### src/rtl/swing_pkg.sv
// swing_pkg: shared types and constants for the swing serial transmitter.
//   swing_state_t   : framing FSM state encoding
//   SWING_DATA_BITS : data bits per frame (three nibbles)
//   SWING_NIBBLE_W  : width of each input nibble
package swing_pkg;
   localparam int SWING_DATA_BITS = 12;
   localparam int SWING_NIBBLE_W  = 4;

   typedef enum logic [2:0] {
      IDLE,
      START,
      DATA,
      PARITY,
      STOP
   } swing_state_t;
endpackage

### src/rtl/swing_bit_timer.sv
// swing_bit_timer: counts CLKS_PER_BIT cycles per serial bit.
// Ports:
//   clk     : system clock, rising edge
//   reset   : asynchronous, active-high
//   clear   : hold the counter at zero (line idle)
//   bit_end : high on the final cycle of each bit
// The counter reloads to zero on every bit boundary, so CLKS_PER_BIT=1
// simply gives bit_end on every non-cleared cycle.
module swing_bit_timer #(
   parameter int CLKS_PER_BIT = 4
) (
   input  logic clk,
   input  logic reset,
   input  logic clear,
   output logic bit_end
);
   localparam logic [7:0] LAST = 8'(CLKS_PER_BIT - 1);

   logic [7:0] cnt;

   assign bit_end = !clear && (cnt == LAST);

   always_ff @(posedge clk or posedge reset) begin
      if (reset) begin
         cnt <= '0;
      end else if (clear || bit_end) begin
         cnt <= '0;
      end else begin
         cnt <= cnt + 8'd1;
      end
   end
endmodule

### src/rtl/swing_tx.sv
// swing_tx: framed serial transmitter for one {AND, B, A} nibble triple.
// Frame: start(0), 12 data bits LSB first, [even parity], stop(1).
// Optional parity bit: define SWING_TX_PARITY_EN.
// Ports:
//   clk, reset        : system clock; asynchronous active-high reset
//   A_in/B_in/AND_in  : nibbles forming word bits [3:0]/[7:4]/[11:8]
//   in_valid/in_ready : acceptance handshake (ready only in IDLE)
//   tx_out            : serial line, idles high (registered)
//   tx_busy           : frame in progress (registered)
//   frame_done        : one-cycle pulse on the last cycle of STOP
//
// state  | meaning
// IDLE   | line high, waiting for a triple
// START  | start bit (low)
// DATA   | 12 data bits, word bit 0 first
// PARITY | even parity over the word (optional build)
// STOP   | stop bit (high)
module swing_tx
   import swing_pkg::*;
#(
   parameter int CLKS_PER_BIT = 4
) (
   input  logic                      clk,
   input  logic                      reset,
   input  logic [SWING_NIBBLE_W-1:0] A_in,
   input  logic [SWING_NIBBLE_W-1:0] B_in,
   input  logic [SWING_NIBBLE_W-1:0] AND_in,
   input  logic                      in_valid,
   output logic                      in_ready,
   output logic                      tx_out,
   output logic                      tx_busy,
   output logic                      frame_done
);
   localparam logic [3:0] LAST_IDX = 4'(SWING_DATA_BITS - 1);

   swing_state_t               state, state_nxt;
   logic [SWING_DATA_BITS-1:0] shreg, shreg_nxt;
   logic [3:0]                 bit_idx, bit_idx_nxt;
   logic                       tx_nxt;
   logic                       bit_end;
   logic [SWING_DATA_BITS-1:0] word;
`ifdef SWING_TX_PARITY_EN
   logic                       par, par_nxt;
`endif

   assign word       = {AND_in, B_in, A_in};
   assign in_ready   = (state == IDLE);
   assign frame_done = (state == STOP) && bit_end;

   swing_bit_timer #(.CLKS_PER_BIT(CLKS_PER_BIT)) u_timer (
      .clk     (clk),
      .reset   (reset),
      .clear   (state == IDLE),
      .bit_end (bit_end)
   );

   always_comb begin
      state_nxt   = state;
      shreg_nxt   = shreg;
      bit_idx_nxt = bit_idx;
      tx_nxt      = 1'b1;
`ifdef SWING_TX_PARITY_EN
      par_nxt     = par;
`endif
      case (state)
         IDLE: begin
            if (in_valid) begin
               state_nxt   = START;
               shreg_nxt   = word;
               bit_idx_nxt = '0;
`ifdef SWING_TX_PARITY_EN
               par_nxt     = ^word;
`endif
            end
         end
         START: begin
            if (bit_end) state_nxt = DATA;
         end
         DATA: begin
            if (bit_end) begin
               if (bit_idx == LAST_IDX) begin
`ifdef SWING_TX_PARITY_EN
                  state_nxt = PARITY;
`else
                  state_nxt = STOP;
`endif
               end else begin
                  bit_idx_nxt = bit_idx + 4'd1;
                  shreg_nxt   = shreg >> 1;
               end
            end
         end
`ifdef SWING_TX_PARITY_EN
         PARITY: begin
            if (bit_end) state_nxt = STOP;
         end
`endif
         STOP: begin
            if (bit_end) state_nxt = IDLE;
         end
         default: state_nxt = IDLE;
      endcase

      // tx_out is registered, so it is driven from the state being entered.
      case (state_nxt)
         START:   tx_nxt = 1'b0;
         DATA:    tx_nxt = shreg_nxt[0];
`ifdef SWING_TX_PARITY_EN
         PARITY:  tx_nxt = par_nxt;
`endif
         default: tx_nxt = 1'b1;
      endcase
   end

   always_ff @(posedge clk or posedge reset) begin
      if (reset) begin
         state   <= IDLE;
         shreg   <= '0;
         bit_idx <= '0;
         tx_out  <= 1'b1;
         tx_busy <= 1'b0;
`ifdef SWING_TX_PARITY_EN
         par     <= 1'b0;
`endif
      end else begin
         state   <= state_nxt;
         shreg   <= shreg_nxt;
         bit_idx <= bit_idx_nxt;
         tx_out  <= tx_nxt;
         tx_busy <= (state_nxt != IDLE);
`ifdef SWING_TX_PARITY_EN
         par     <= par_nxt;
`endif
      end
   end
endmodule

### config.mk
export PLATFORM = sky130hd
export DESIGN_NAME = swing_tx
export DESIGN_NICKNAME = d
export VERILOG_FILES = /design/src/rtl/swing_pkg.sv /design/src/rtl/swing_bit_timer.sv /design/src/rtl/swing_tx.sv
export SDC_FILE = /design/constraint.sdc
export NUM_CORES = 1
export LEC_CHECK = 0
export CAP_MARGIN = 0
export CORE_ASPECT_RATIO = 0.9
export CORE_MARGIN = 2
export CORE_UTILIZATION = 54
export DETAILED_ROUTE_END_ITERATION = 7
export PLACE_DENSITY = 0.75
export SLEW_MARGIN = 10
export SYNTH_ARGS = -nofsm -noshare
export SYNTH_HDL_FRONTEND = slang
export SYNTH_SLANG_ARGS = --single-unit
### constraint.sdc
create_clock -name clk -period 3.17 [get_ports clk]
set_clock_uncertainty 0.2 [all_clocks]
set_input_delay 0.317 -clock clk [delete_from_list [all_inputs] [get_ports clk]]
set_output_delay 0.317 -clock clk [all_outputs]
set_load 0.02 [all_outputs]
Word-level counts from Yosys, hierarchy flattened
Cells that the tools add are included.
Storage, ports and cells
  register bits: 29
  output and inout port bits: 4
  bits of input ports: 15
  logic and storage cells: 43
Cells by class
  mux-type cells: 16
  eq/ne operators: 10
  add/subtract/negate cells: 2
  reduce and logical (&&, ||, !) cells: 8
Operators by type and width (count)
  12-bit 2-to-1 mux: 3
  12-bit case mux with 2 select lines: 1
  3-bit 2-to-1 mux: 5
  4-bit 2-to-1 mux: 3
  3-bit case mux with 4 select lines: 1
  8-bit by 1-bit adder with 8-bit output (second input constant): 1
  8-bit by 2-bit == test with 1-bit output (second input constant): 1
  8-bit 2-to-1 mux: 1
  4-bit case mux with 2 select lines: 1
  3-bit by 1-bit == test with 1-bit output (second input constant): 2
  3-bit by 2-bit == test with 1-bit output (second input constant): 2
  2-bit != test (second input constant): 3
  4-bit by 1-bit adder with 4-bit output (second input constant): 1
  4-bit == test (second input constant): 1
  4-bit AND reduction: 1
  3-bit == test (second input constant): 1
  3-bit logical NOT: 1
  3-bit nonzero test: 1
  1-bit logical AND: 2
  1-bit case mux with 2 select lines: 1
  2-bit nonzero test: 1
  1-bit logical NOT: 1
  1-bit logical OR: 1

Depth between registers and ports, before layout
Gate-level depths: netlist (run 1).
  word-level depth: 7
  gate-level depth with buffers: 7
  depth with buffers taken out: 5

Modules after synthesis
Synthesis (run 1) repeated with hierarchy kept, for this count alone.
Second synthesis, totals
  cells, all modules: 131
  area total of the unflattened synthesis: 1422.6 um^2
By module, submodules not included
  swing_tx: area each 1037.2 um^2, times used 1, cells each 91, sequential area each 526.8 um^2
  swing_bit_timer: area each 385.4 um^2, times used 1, cells each 40, sequential area each 200.2 um^2

Worst setup path after synthesis (run 1)
OpenSTA, ideal clock, no wires.
  kind: register -> output
  from: register u_timer.cnt[0]
  to: output frame_done
  data arrival time: 1.846 ns
  slack: 0.807 ns
  path buffers: 0
  required time: 2.653 ns
  cell stages (with the launch flop): 5
  cell sequence: dfrtp_1 ha_1 nor3b_1 nand2_1 nor4b_1
On the way
  word-level cells in the longest chain between the ends: 3
RTL lines
  start, declared: line swing_bit_timer.sv:19  | logic [7:0] cnt;
  start signal, assigned: line swing_bit_timer.sv:29  | cnt <= cnt + 8'd1;
  8-bit by 2-bit == test with 1-bit output: line swing_bit_timer.sv:21  | assign bit_end = !clear && (cnt == LAST);
  1-bit logical AND: line swing_bit_timer.sv:21
  1-bit logical AND: line swing_tx.sv:48  | assign frame_done = (state == STOP) && bit_end;
  end, declared: line swing_tx.sv:32  | output logic frame_done
Every way passes these cells.

Worst setup path in the final report (run 1)
  from: register u_timer.cnt[4]
  to: output frame_done
Same word-level chain as after synthesis.

==> results of run 1 <==
## layer usage
metal	track usage [%]	up-vias	share of wire, %
met2	35.6	18	49
met5	0	-	0
met3	5.13	4	3.5
met1	27.7	555	46
li1	-	545	-
met4	11.0	0	1.0
## stage by stage
stage	hold WS, ns	setup WS [ns]	cell area (um^2)	total power, mW
after floorplan	0.194	0.807	1450	0.384
after global placement	0.268	0.487	1640	0.403
after detailed placement	0.284	0.429	1640	0.404
after CTS	0.163	0.190	1690	0.614
after global routing	0.194	0.136	1690	0.631
final	0.154	0.259	1690	0.605
## placed cells by master (no fill, tap or decap), types with 2 or more instances in the layout
cell             instances
o21ai_0                  4
clkbuf_4                 5
dfrtp_1                 28
and3_1                  12
o31ai_1                  2
and2_1                   2
nand4_1                  2
xnor2_1                  2
inv_1                    4
clkbuf_1                 3
nor2_1                  10
nor3_1                   2
or4_1                    3
nand3_1                  4
ha_1                     2
buf_4                    3
clkdlybuf4s50_1         18
nand3b_1                 3
a21oi_1                  4
nand2_1                  6
a221o_1                  9
xor2_1                   4
## timing repair
action / CTS / global route
endpoints found under the hold margin: 0 / 0
buffers inserted: 0 / 0
endpoints found under the setup margin: 0 / 1
gates resized for setup: 0 / 1
## worst max-delay path: cells and delay by family, from the launching register on
kind | cells | cell delay [ns]
buffers and inverters | 1 | 0.65
and+or+nand+nor | 3 | 0.99
DFF | 1 | 0.43
## registers in the layout, summed over array words and instances (netlist names)
register / count
state: 3
shreg: 12
u_timer.cnt: 8
bit_idx: 4
tx_busy: 1
tx_out: 1
## layout make-up
class	instances	area (um^2)
Inverter	4	15.0
Fill cell	222	816
Multi-Input combinational cell	94	666
Clock buffer	8	48.8
Timing Repair Buffer	21	203
Tap cell	28	35.0
Sequential cell	29	727
## logic make-up after synthesis
logic type / count (synthesis) / synth area share, %
flip-flops: 29 / 50.2
adder cells (fa/ha/maj): 2 / 1.73
AND/OR/NAND/NOR: 55 / 22.5
buffers and inverters: 10 / 4.23
multiplexers: 2 / 1.47
XOR/XNOR: 6 / 3.63
AO/OA/AOI/OAI: 29 / 16.2
## power breakdown
part	internal [mW]	switching (mW)
combinational	0.0160	0.0101
clock	0.0882	0.121
sequential	0.370	0
## how the worst min path moves through the flow
stage	start	endpoint	slack (ns)	cells past startpoint
CTS	reset	shreg[0]	0.16	3
finish	reset	shreg[0]	0.15	3
floorplan	reset	bit_idx[0]	0.19	1
detailed placement	u_timer.cnt[0]	u_timer.cnt[0]	0.28	1
global route	reset	u_timer.cnt[2]	0.19	3
global placement	u_timer.cnt[0]	u_timer.cnt[0]	0.27	1
==> metrics, run 1 <==
Critical Path Source=u_timer.cnt[4]; count of buffers from port buffering=18; largest cells by area after synthesis=dfrtp_1 48%, a221o_1 6.2%, and3_1 5.2%; count of distinct cell types in the synthesized netlist=45; cell area power density=357 nW/um^2; number of antenna violations at the first check in global routing=0; pin count of the biggest net entering global routing=30; netlist area before placement=1450 um^2; slowest stage cell on the critical path=clkdlybuf4s50_1; Clock Latency Late Sink=0.33 ns; Final Cycle Share=91.8%; starting density of the core=57.7%; worst-case headroom to the max-slew limit=56.7%; placeable core area=2510 um^2; I/O Pins=19; Critical R2R Capture=shreg[5]; number of hold buffers added after CTS=0; routed length per instance=15.4 um; net count of the mapped netlist=150; count of yosys warnings during synthesis=0; portion of synthesized cell area occupied by the leading cell type=48.4%; clock tree from TritonCTS=built; number of enable-type register cells in the synthesized netlist=0; die area=3110 um^2; placed insts=176; top cells by instance count after synthesis=28 x dfrtp_1, 12 x and3_1, 10 x nor2_1, 9 x a221o_1, 6 x nand2_1; stage delay of the slowest cell on the critical path=0.65 ns; FFs w/ async S/R, synth=100%; sum of net half-perimeters after detailed placement=2070 um; GRT overflow=0; launch instance of the worst register-to-register path=state[1]; cell type contributing the most total cell area after synthesis=dfrtp_1; number of rows in the core area=17; maximum achievable frequency=344 MHz; number of inserted diodes=0; number of setup violations in the final report=0; CTS HTree Levels=2; violations in the final reports=DRC; max cap viols=0; worst-path cell chain=nor4_1 -> nand2_1 -> nor4b_1 -> clkdlybuf4s50_1; unrepaired setup endpoints after global routing=false; result of the run=finished, violations left; number of buffers inserted during clock tree synthesis=5; maximum buffer depth of the clock tree=2; path category of the worst min-delay check=in2async; count of final max-slew check failures=0; GRT Overall Usage=22.0%; worst endpoint required time=2.65 ns; sort of element at the end of the critical path=output pin; final std cells w/o fill=184; maximum VDD drop=0.000285 V; vias post-DR=1122; area grow syn2layout=16.9%; most frequently used flop master after synthesis=dfrtp_1; FF+latch count, synth=29; core utilization of the finished layout=67.5%; capture point of the worst path=frame_done; minimum clock period=2.91 ns; clock transition at the registers of the reported paths=0.09 ns; minimum setup slack among reg-to-reg paths=0.84 ns; start-to-end type of the worst setup path=reg2out; critical path peak fanout=5; number of DRC violations after detailed-routing iteration 0=48; crit path launch type=flop; clock root buffer=clkbuf_4; first-pass GRT wire length=4950 um; gate count after technology mapping=133; via count of the first global-routing pass=1099; Least-Margin Pin Slew=0.646 ns; overall routed net length=2830 um; sequential element share of the synthesized area=50.2%; final layout net count=172; Hold Violations, Final=0; die width=58.6 um; arrival time at the worst endpoint=2.39 ns; R2R cell count=4; final estimated routing congestion in global placement=0.765; clock net sink count=29; library cell with the highest instance count after synthesis=dfrtp_1; Static Leakage=0.797 nW; antenna violation net count after detailed routing=0; Avg Cell Area, Syn=10.9 um^2; final routed DRC violation total=1; Via density=6.10; number of detailed-routing iterations run before antenna repair=6; vertical die dimension=53.1 um; fraction of layout instances using a drive strength above 1=12.2%; final sum of negative setup slack=0 ns
(Power assumes the default switching activity.)
==> inputs of run 2 (changes only) <==
- CAP_MARGIN: 0 -> 20
- PLACE_DENSITY: 0.75 -> 0.87
- clock period: 3.17 -> 2.85 ns (I/O delays scaled with it)
==> metrics, run 2 (synthesis gave the netlist of run 1 again) <==
max cap viols=0 (unchanged); Total Power Consumption=0.691 mW (was 0.605 mW); cell area power density=403 nW/um^2 (was 357 nW/um^2); GRT overflow=0 (unchanged); unrepaired setup endpoints after global routing=false (unchanged); starting density of the core=57.7% (unchanged); clock net sink count=29 (unchanged); minimum clock period=2.35 ns; die area=3110 um^2 (unchanged); number of inserted diodes=0 (unchanged); pin count of the biggest net entering global routing=30 (unchanged); die width=58.6 um (unchanged); count of buffers from port buffering=18 (unchanged); routed length per instance=16.1 um (was 15.4 um); final routed DRC violation total=0 (was 1); final layout net count=173 (was 172); overall routed net length=2950 um (was 2830 um); path category of the worst min-delay check=in2async (unchanged); sort of element at the end of the critical path=flop (was output pin); final sum of negative setup slack=0 ns (unchanged); CTS HTree Levels=2 (unchanged); first-pass GRT wire length=4780 um (was 4950 um); critical path peak fanout=11 (was 5); antenna violation net count after detailed routing=0 (unchanged); clock root buffer=clkbuf_4 (unchanged); Via density=6.28 (was 6.10); flip-flop count of the largest register, all copies and words added=12 (unchanged); result of the run=finished, final reports clean (was finished, violations left); clock transition at the registers of the reported paths=0.08 ns (was 0.09 ns); clock tree from TritonCTS=built (unchanged); Clock Latency Late Sink=0.33 ns (about the same); most frequent cells in the layout=28 x dfrtp_1, 17 x clkdlybuf4s50_1, 12 x and3_1, 10 x nor2_1, 9 x a221o_1 (was 28 x dfrtp_1, 18 x clkdlybuf4s50_1, 12 x and3_1, 10 x nor2_1, 9 x a221o_1); final estimated routing congestion in global placement=0.880 (was 0.765); number of buffers inserted during clock tree synthesis=5 (unchanged); maximum buffer depth of the clock tree=2 (unchanged); arrival time at the worst endpoint=2.37 ns (was 2.39 ns); number of antenna violations at the first check in global routing=0 (unchanged); via count of the first global-routing pass=1028 (was 1099); crit path launch type=flop (unchanged); sum of net half-perimeters after detailed placement=2170 um (was 2070 um); Regs by FF count=shreg (12), u_timer.cnt (8), bit_idx (4) (unchanged); number of setup violations in the final report=0 (unchanged); core utilization of the finished layout=68.4% (was 67.5%); register with the most flip-flops=shreg (unchanged); number of detailed-routing iterations run before antenna repair=4 (was 6); Hold Violations, Final=0 (unchanged); start-to-end type of the worst setup path=reg2reg (was reg2out); R2R cell count=4 (unchanged); I/O Pins=19 (unchanged); fraction of layout instances using a drive strength above 1=14.1% (was 12.2%); vias post-DR=1156 (was 1122); area grow syn2layout=18.5% (was 16.9%); placeable core area=2510 um^2 (unchanged); most frequent standard cell in the layout excluding fill and tap cells=dfrtp_1 (unchanged); Least-Margin Pin Slew=0.677 ns (was 0.646 ns); number of hold buffers added after CTS=0 (unchanged); maximum achievable frequency=425 MHz; count of final max-slew check failures=0 (unchanged); vertical die dimension=53.1 um (unchanged); number of DRC violations after detailed-routing iteration 0=44 (was 48); number of rows in the core area=17 (unchanged); GRT Overall Usage=21.6% (was 22.0%); worst endpoint required time=2.87 ns (was 2.65 ns); Static Leakage=0.827 nW (was 0.797 nW); Final Cycle Share=82.6%; maximum VDD drop=0.000238 V (was 0.000285 V); worst-case headroom to the max-slew limit=54.6% (was 56.7%)
run 2: cell count changes in the layout (fill, tap and decap cells not counted), sizes merged:
cell | before | now
clkbuf | 8 | 7
buf | 3 | 4
clkdlybuf4s50 | 18 | 17
dlymetal6s2s | 0 | 1
run 2: final cells by class:
type,instances,area (um^2)
Tap cell,28,35.0
Sequential cell,29,727
Multi-Input combinational cell,94,672
Timing Repair Buffer,22,213
Inverter,4,15.0
Clock buffer,7,55.1
Fill cell,196,793
run 2: where the power goes:
part	switching, mW	internal, mW
clock	0.134	0.116
sequential	0	0.411
combinational	0.0118	0.0187
total	0.145	0.546
run 2: worst max-delay path, cell delays in order (launching register included):
cell	delay (ns)
dfrtp_1	0.51
or3b_1	0.53
o21a_4	0.29
or2_4	0.31
a221o_2	0.39
run 2: worst paths after layout:
path | from | to | slack (ns)
worst max-delay path | state[1] | shreg[5] | 0.50
worst min-delay path | reset | shreg[10] | 0.12
worst max register to register | state[1] | shreg[5] | 0.50
worst min register to register | u_timer.cnt[0] | u_timer.cnt[0] | 0.28
max in group asynchronous | reset | tx_out | 2.02
min in group clk | u_timer.cnt[0] | u_timer.cnt[0] | 0.28
run 2: stage by stage:
stage,area (um^2),std cells,setup slack [ns],hold slack [ns]
after floorplan,1450,133,0.519,0.162
after global placement,1650,177,0.395,0.264
after detailed placement,1650,177,0.364,0.273
after CTS,1700,184,0.0108,0.128
after global routing,1720,184,0.360,0.158
final,1720,184,0.496,0.120
run 2: per-layer routing:
layer	global-route usage (%)	vias to the layer above	part of all wire, %
met5	0	-	0
met4	11.4	0	1.3
met3	6.11	6	6.1
met2	31.6	32	47
met1	29.0	570	46
li1	-	548	-
run 2: timing repair:
item | in CTS | in global routing
resized for setup | 0 | 3
endpoints found under the hold margin | 0 | 0
buffers inserted | 0 | 0
setup endpoints to repair | 0 | 1
